==> config.mk <==
export PLATFORM = sky130hd
export DESIGN_NAME = div_unit
export DESIGN_NICKNAME = d
export VERILOG_FILES = /design/src/rtl/div_unit.sv
export SDC_FILE = /design/constraint.sdc
export NUM_CORES = 1
export LEC_CHECK = 0
export BUFFER_PORTS_ARGS = -buffer_cell sky130_fd_sc_hd__buf_2
export CORE_ASPECT_RATIO = 1.4
export CORE_UTILIZATION = 30
export DETAILED_ROUTE_END_ITERATION = 12
export PLACE_DENSITY_LB_ADDON = 0.12
export SLEW_MARGIN = 25
export SYNTH_ARGS = -nofsm -noshare
export SYNTH_HDL_FRONTEND = slang
export SYNTH_SLANG_ARGS = --single-unit
==> constraint.sdc <==
create_clock -name clk -period 8 [get_ports clk]
set_input_delay 0.8 -clock clk [delete_from_list [all_inputs] [get_ports clk]]
set_output_delay 0.8 -clock clk [all_outputs]
set_load 0.005 [all_outputs]
==> src/rtl/div_unit.sv <==
// div_unit: multi-cycle radix-2 restoring divider for MIPS DIV/DIVU.
// Quotient goes to LO, remainder to HI; one done_o/writeEnable_o=2'b11
// pulse per completed operation drives the HI/LO write port directly.
// Optional feature macro: DIV_ZERO_FAST_EN -- when defined, a zero divisor
// skips the iterations and goes straight from IDLE to DONE.
module div_unit #(
  parameter int WIDTH = 32,
  parameter int CNT_W = 5
) (
  input  logic             clk,
  input  logic             rst,
  input  logic             start_i,
  input  logic             signed_i,
  input  logic [WIDTH-1:0] dividend_i,
  input  logic [WIDTH-1:0] divisor_i,
  input  logic             cancel_i,
  output logic             busy_o,
  output logic             done_o,
  output logic [1:0]       writeEnable_o,
  output logic [WIDTH-1:0] HI_data_o,
  output logic [WIDTH-1:0] LO_data_o
);

  typedef enum logic [1:0] {
    S_IDLE = 2'd0,
    S_BUSY = 2'd1,
    S_FIX  = 2'd2,
    S_DONE = 2'd3
  } state_t;

  state_t           r_state;
  state_t           w_next;

  logic [CNT_W-1:0] r_cnt;
  logic [WIDTH-1:0] r_rem;      // partial remainder
  logic [WIDTH-1:0] r_quo;      // dividend magnitude shifting out, quotient shifting in
  logic [WIDTH-1:0] r_div;      // divisor magnitude
  logic [WIDTH-1:0] r_dvd_raw;  // unmodified dividend, HI result on divide-by-zero
  logic             r_q_neg;
  logic             r_r_neg;
  logic             r_signed;
  logic             r_dz;
  logic [WIDTH-1:0] r_hi;
  logic [WIDTH-1:0] r_lo;

  logic             w_launch;
  logic             w_div_zero;
  logic             w_fast_dz;
  logic             w_dvd_neg;
  logic             w_dsr_neg;
  logic [WIDTH-1:0] w_dvd_abs;
  logic [WIDTH-1:0] w_dsr_abs;
  logic [WIDTH:0]   w_trial;
  logic             w_borrow;
  logic [WIDTH-1:0] w_q_fix;
  logic [WIDTH-1:0] w_r_fix;
  logic [WIDTH-1:0] w_lo_fix;
  logic [WIDTH-1:0] w_hi_fix;

  // Launch qualification: cancel always wins over start.
  assign w_launch   = (r_state == S_IDLE) && start_i && !cancel_i;
  assign w_div_zero = (divisor_i == '0);

`ifdef DIV_ZERO_FAST_EN
  assign w_fast_dz  = w_launch && w_div_zero;
`else
  assign w_fast_dz  = 1'b0;
`endif

  // Operand magnitudes; the sign bit only counts for DIV.
  assign w_dvd_neg = signed_i && dividend_i[WIDTH-1];
  assign w_dsr_neg = signed_i && divisor_i[WIDTH-1];
  assign w_dvd_abs = w_dvd_neg ? (-dividend_i) : dividend_i;
  assign w_dsr_abs = w_dsr_neg ? (-divisor_i)  : divisor_i;

  // Trial subtract one bit wider than the operands so the borrow is the MSB
  // and a remainder with its top bit set is not lost on the shift.
  assign w_trial  = {r_rem, r_quo[WIDTH-1]} - {1'b0, r_div};
  assign w_borrow = w_trial[WIDTH];

  // Sign fix-up and divide-by-zero override applied in FIX.
  assign w_q_fix  = (r_signed && r_q_neg) ? (-r_quo) : r_quo;
  assign w_r_fix  = (r_signed && r_r_neg) ? (-r_rem) : r_rem;
  assign w_lo_fix = r_dz ? '1 : w_q_fix;
  assign w_hi_fix = r_dz ? r_dvd_raw : w_r_fix;

  // State register.
  always_ff @(posedge clk or posedge rst) begin
    // NOTE: sequential state uses non-blocking assignments so every register
    // samples pre-edge values, independent of block ordering.
    if (rst) r_state <= S_IDLE;
    else     r_state <= w_next;
  end

  // Next-state logic; cancel returns to IDLE from any state.
  always_comb begin
    // NOTE: default assigned first so no path leaves w_next unassigned,
    // which would otherwise infer a latch.
    w_next = r_state;
    case (r_state)
      S_IDLE: begin
        if (w_fast_dz)     w_next = S_DONE;
        else if (w_launch) w_next = S_BUSY;
      end
      S_BUSY:  if (r_cnt == '1) w_next = S_FIX;
      S_FIX:   w_next = S_DONE;
      S_DONE:  w_next = S_IDLE;
      default: w_next = S_IDLE;
    endcase
    if (cancel_i) w_next = S_IDLE;
  end

  // Operand capture and one shift/trial-subtract iteration per BUSY cycle.
  always_ff @(posedge clk or posedge rst) begin
    // NOTE: datapath registers are reset as well, so a reset mid-operation
    // leaves no stale operand state behind.
    if (rst) begin
      r_cnt     <= '0;
      r_rem     <= '0;
      r_quo     <= '0;
      r_div     <= '0;
      r_dvd_raw <= '0;
      r_q_neg   <= 1'b0;
      r_r_neg   <= 1'b0;
      r_signed  <= 1'b0;
      r_dz      <= 1'b0;
    end else begin
      case (r_state)
        S_IDLE: begin
          if (w_launch) begin
            r_cnt     <= '0;
            r_rem     <= '0;
            r_quo     <= w_dvd_abs;
            r_div     <= w_dsr_abs;
            r_dvd_raw <= dividend_i;
            r_q_neg   <= w_dvd_neg ^ w_dsr_neg;
            r_r_neg   <= w_dvd_neg;
            r_signed  <= signed_i;
            r_dz      <= w_div_zero;
          end
        end
        S_BUSY: begin
          r_cnt <= r_cnt + CNT_W'(1);
          r_quo <= {r_quo[WIDTH-2:0], ~w_borrow};
          if (!w_borrow) r_rem <= w_trial[WIDTH-1:0];
          else           r_rem <= {r_rem[WIDTH-2:0], r_quo[WIDTH-1]};
        end
        default: ;
      endcase
    end
  end

  // Result registers: loaded in FIX (or at launch on the fast zero path) and
  // held otherwise; a cancelled operation never writes them.
  always_ff @(posedge clk or posedge rst) begin
    if (rst) begin
      r_hi <= '0;
      r_lo <= '0;
    end else if (w_fast_dz) begin
      r_lo <= '1;
      r_hi <= dividend_i;
    end else if ((r_state == S_FIX) && !cancel_i) begin
      r_lo <= w_lo_fix;
      r_hi <= w_hi_fix;
    end
  end

  assign busy_o        = (r_state != S_IDLE);
  assign done_o        = (r_state == S_DONE);
  assign writeEnable_o = {2{done_o}};
  assign HI_data_o     = r_hi;
  assign LO_data_o     = r_lo;

endmodule
==> out/qor.yml <==
cts-root-buf: "clkbuf_16"
syn2layout_area_growth_pct: 15.6
p_sw_frac: 0.462
power_frac_seq: 0.295
intPower_w: 0.00344
yosysSeqAreaShare: 0.403
gp_congestion: 0.877
fillers: 4386
hold_violations: 0
wirelength_um: 39200
numCtsBuffers: 24
min_path_type: "primary input to async pin"
cp_slowest_cell: "xor2_4"
h-tree-depth: 1
worst_skew_pair.late_latency_ns: 0.53
worst_pin_slew_ns: 0.894
dp.cells: 2071
path_cells: "inv_1 -> ha_1 -> fa_1 -> nand2b_1 -> a21oi_1 -> o21ai_1 -> a31oi_1 -> o21ba_2 -> a21boi_2 -> xor2_4 -> buf_4 -> mux2i_1 -> o21ai_0"
peakVddDrop_v: 0.000171
nets: 1669
skew_ns: 0.00937
maxCapViolCount: 0
wl_per_cell_um: 18.5
core_region_area_um2: 41300
slew_headroom: 0.404
start_kind: "flop"
final_antenna_net_count: 0
combPwrFrac: 0.534
post-route-period-util: 0.494
drcViolationCount: 0
netlist_instances: 1463
ys_warn_count: 0
multi_input_area_um2: 7010
register_area_um2: 5080
grt_pass1_vias: 10900
boundaryPins: 137
syn_area_um2: 12600
rsz0062_at_grt: "false"
clock.fmax_mhz: 253
dr.pass1.iters: 6
clkTransAtPathRegs_ns: 0.06
fp-row-count: 88
syn_avg_cell_area_um2: 8.61
postLayoutCellArea_um2: 14600
antenna_found_initial: 1
r2r_start: "r_quo[31]$_DFFE_PP0P_"
portBuffers: 136
drive_above_1_share: 0.154
synth_fp_nets: 1575
viasPerCell: 5.06
crit_required_ns: 8.40
cpPeakStageDelay_ns: 0.60
switchingPower_w: 0.00296
post-cts-setup-buffer-count: 0
worstSetupPathType: "flop to flop"
grt_max_degree: 81
die_y_um: 244
initial_core_util: 0.305
grt_use_total: 0.186
grt.overflow.total: 0
synth_ff_type: "dfrtp_1"
status: "finished clean"
cp-end-kind: "flop"
crit_fanout: 22
placed_cell_area_um2: 13800
timing.rr.end: "r_rem[2]$_DFFE_PP0P_"
die_area_um2: 42800
arrival_ns: 4.35
powerDensity_nw_per_um2: 440
p_clk_frac: 0.170
vias: 10700
final_cell_count_no_fill: 2114
worstRegToRegCells: 13
grt_pass1_wl_um: 62600
ctsHoldBuffers: 0
yosys_register_bits: 203
cts_resized: 0
die_width_um: 175
reg2reg_slack_ns: 4.05
power_leakage_nw: 6.49
drv_slew: 0
whs_ns: 0.333
async_flop_share: 1.00
fin_crit_ns: 3.95
synth_edf_count: 0
first_iter_violations: 506
cts.path.max_buffers: 3
cts_tree: "done"
clock-sinks: 203
tns_ns: 0
setup_viol_count_final: 0
synth_cell_types: 62
hpwl_um: 29300
## registers in the layout, indices dropped and copies added (netlist names)
name and flops:
r_r_neg 1, r_q_neg 1, HI_data_o 32, r_dvd_raw 32, r_signed 1, r_dz 1, r_rem 32, r_quo 32
LO_data_o 32, r_div 32, r_state 2, r_cnt 5
## logic make-up (layout without fill, tap and decap cells)
logic type      count (synthesis)  after routing  share of synthesized area
compound gates                440            440                      0.203
xor+xnor                      144            144                      0.100
fa+ha+maj                      43             43                     0.0433
buf+inv                       143            253                     0.0438
flops                         203            203                      0.403
mux                            54             54                     0.0459
other cells                     0              1                          0
simple gates                  436            436                      0.161
## power groups by stage
stage	Sequential (W)	Clock [W]	Combinational [W]
6_report	0.00189	0.00109	0.00342
5_1_grt	0.00197	0.00117	0.00384
4_1_cts	0.00190	0.00113	0.00346
3_5_place_dp	0.00191	0	0.00344
3_3_place_gp	0.00189	0	0.00343
2_1_floorplan	0.00177	0	0.00248
## synthesized netlist by cell type, types with 19 or more instances
cell type  instances  share of area
o21ai_0          152          0.060
nand3_1           25         0.0099
dfrtp_1          203           0.40
nor2_1           126          0.038
o31ai_1           21          0.013
mux2i_1           24          0.019
a21oi_1          154          0.061
inv_1             59          0.018
ha_1              42          0.042
xnor2_1           67          0.047
clkbuf_1          71          0.021
nor3_1            19         0.0075
nand2_1          171          0.051
mux2_2            30          0.027
o22ai_1           19         0.0094
xor2_1            77          0.054
## worst max-delay path by stage
stage,from,end,slack [ns]
floorplan,rst,HI_data_o[0]$_DFFE_PP0P_,1.66
global placement,r_quo[31]$_DFFE_PP0P_,r_rem[13]$_DFFE_PP0P_,4.14
detailed placement,r_quo[31]$_DFFE_PP0P_,r_rem[30]$_DFFE_PP0P_,4.06
CTS,r_quo[31]$_DFFE_PP0P_,r_rem[30]$_DFFE_PP0P_,4.03
global route,r_quo[31]$_DFFE_PP0P_,r_rem[30]$_DFFE_PP0P_,3.75
finish,r_quo[31]$_DFFE_PP0P_,r_rem[2]$_DFFE_PP0P_,4.05
## per-layer routing
| metal | GRT usage | wire, um | vias to the layer above | share of wire |
|---|---|---|---|---|
| met4 | 0.0737 | 1420 | 0 | 0.036 |
| li1 | - | - | 5348 | - |
| met5 | 0 | 0 | - | 0 |
| met3 | 0.0191 | 1190 | 57 | 0.030 |
| met2 | 0.335 | 20000 | 197 | 0.51 |
| met1 | 0.225 | 16600 | 5105 | 0.42 |
## through the flow
step / setup slack, ns / util / total power [W]
after CTS: 4.03 / 0.353 / 0.00648
final: 4.05 / 0.353 / 0.00640
after global routing: 3.75 / 0.353 / 0.00698
after floorplan: 1.66 / - / 0.00425
after global placement: 4.14 / 0.334 / 0.00532
after detailed placement: 4.06 / 0.334 / 0.00535
## critical path, delay by kind of cell (launching register included)
family	cells	cell delay, ns
flops	1	0.39
simple gates	1	0.19
fa+ha+maj	2	0.63
xor+xnor	1	0.60
mux	1	0.22
compound gates	6	1.28
buf+inv	2	0.50
## layout by cell type, fill, tap and decap left out, types with 6 or more instances in the layout
master     Yosys  final
a32oi_1        6      6
nand2_1      171    171
buf_4          3     16
a31oi_1       15     15
a21o_1         6      6
nor3_1        19     19
a22oi_1       11     11
buf_2          3    136
and2_1         7      7
nor4_1        15     14
a21oi_1      154    154
xnor2_1       67     67
nand3_1       25     25
xor2_1        77     76
mux2i_1       24     24
ha_1          42     42
clkbuf_16      0     25
inv_1         59     58
dfrtp_1      203    202
clkbuf_1      71      8
o41ai_1       12     12
o31ai_1       21     21
o22ai_1       19     19
or3_1         11     11
o311ai_0       7      7
or4_1         10     10
o21ai_0      152    151
nor2_1       126    125
o211ai_1       8      8
mux2_2        30     30
and3_1         6      6
nand2b_1      17     16
## area by class of cell
| type | instances | share of cell area |
|---|---|---|
| multi-input cells | 1117 | 0.481 |
| flip-flops and latches | 203 | 0.349 |
| repair buffers | 152 | 0.0550 |
| well taps | 540 | 0.0464 |
| clock buffers | 34 | 0.0460 |
| inverters | 59 | 0.0157 |
| clock inverters | 8 | 0.00636 |
| diodes | 1 | 0.000172 |
Note: power is estimated with default switching activity, not from simulation.
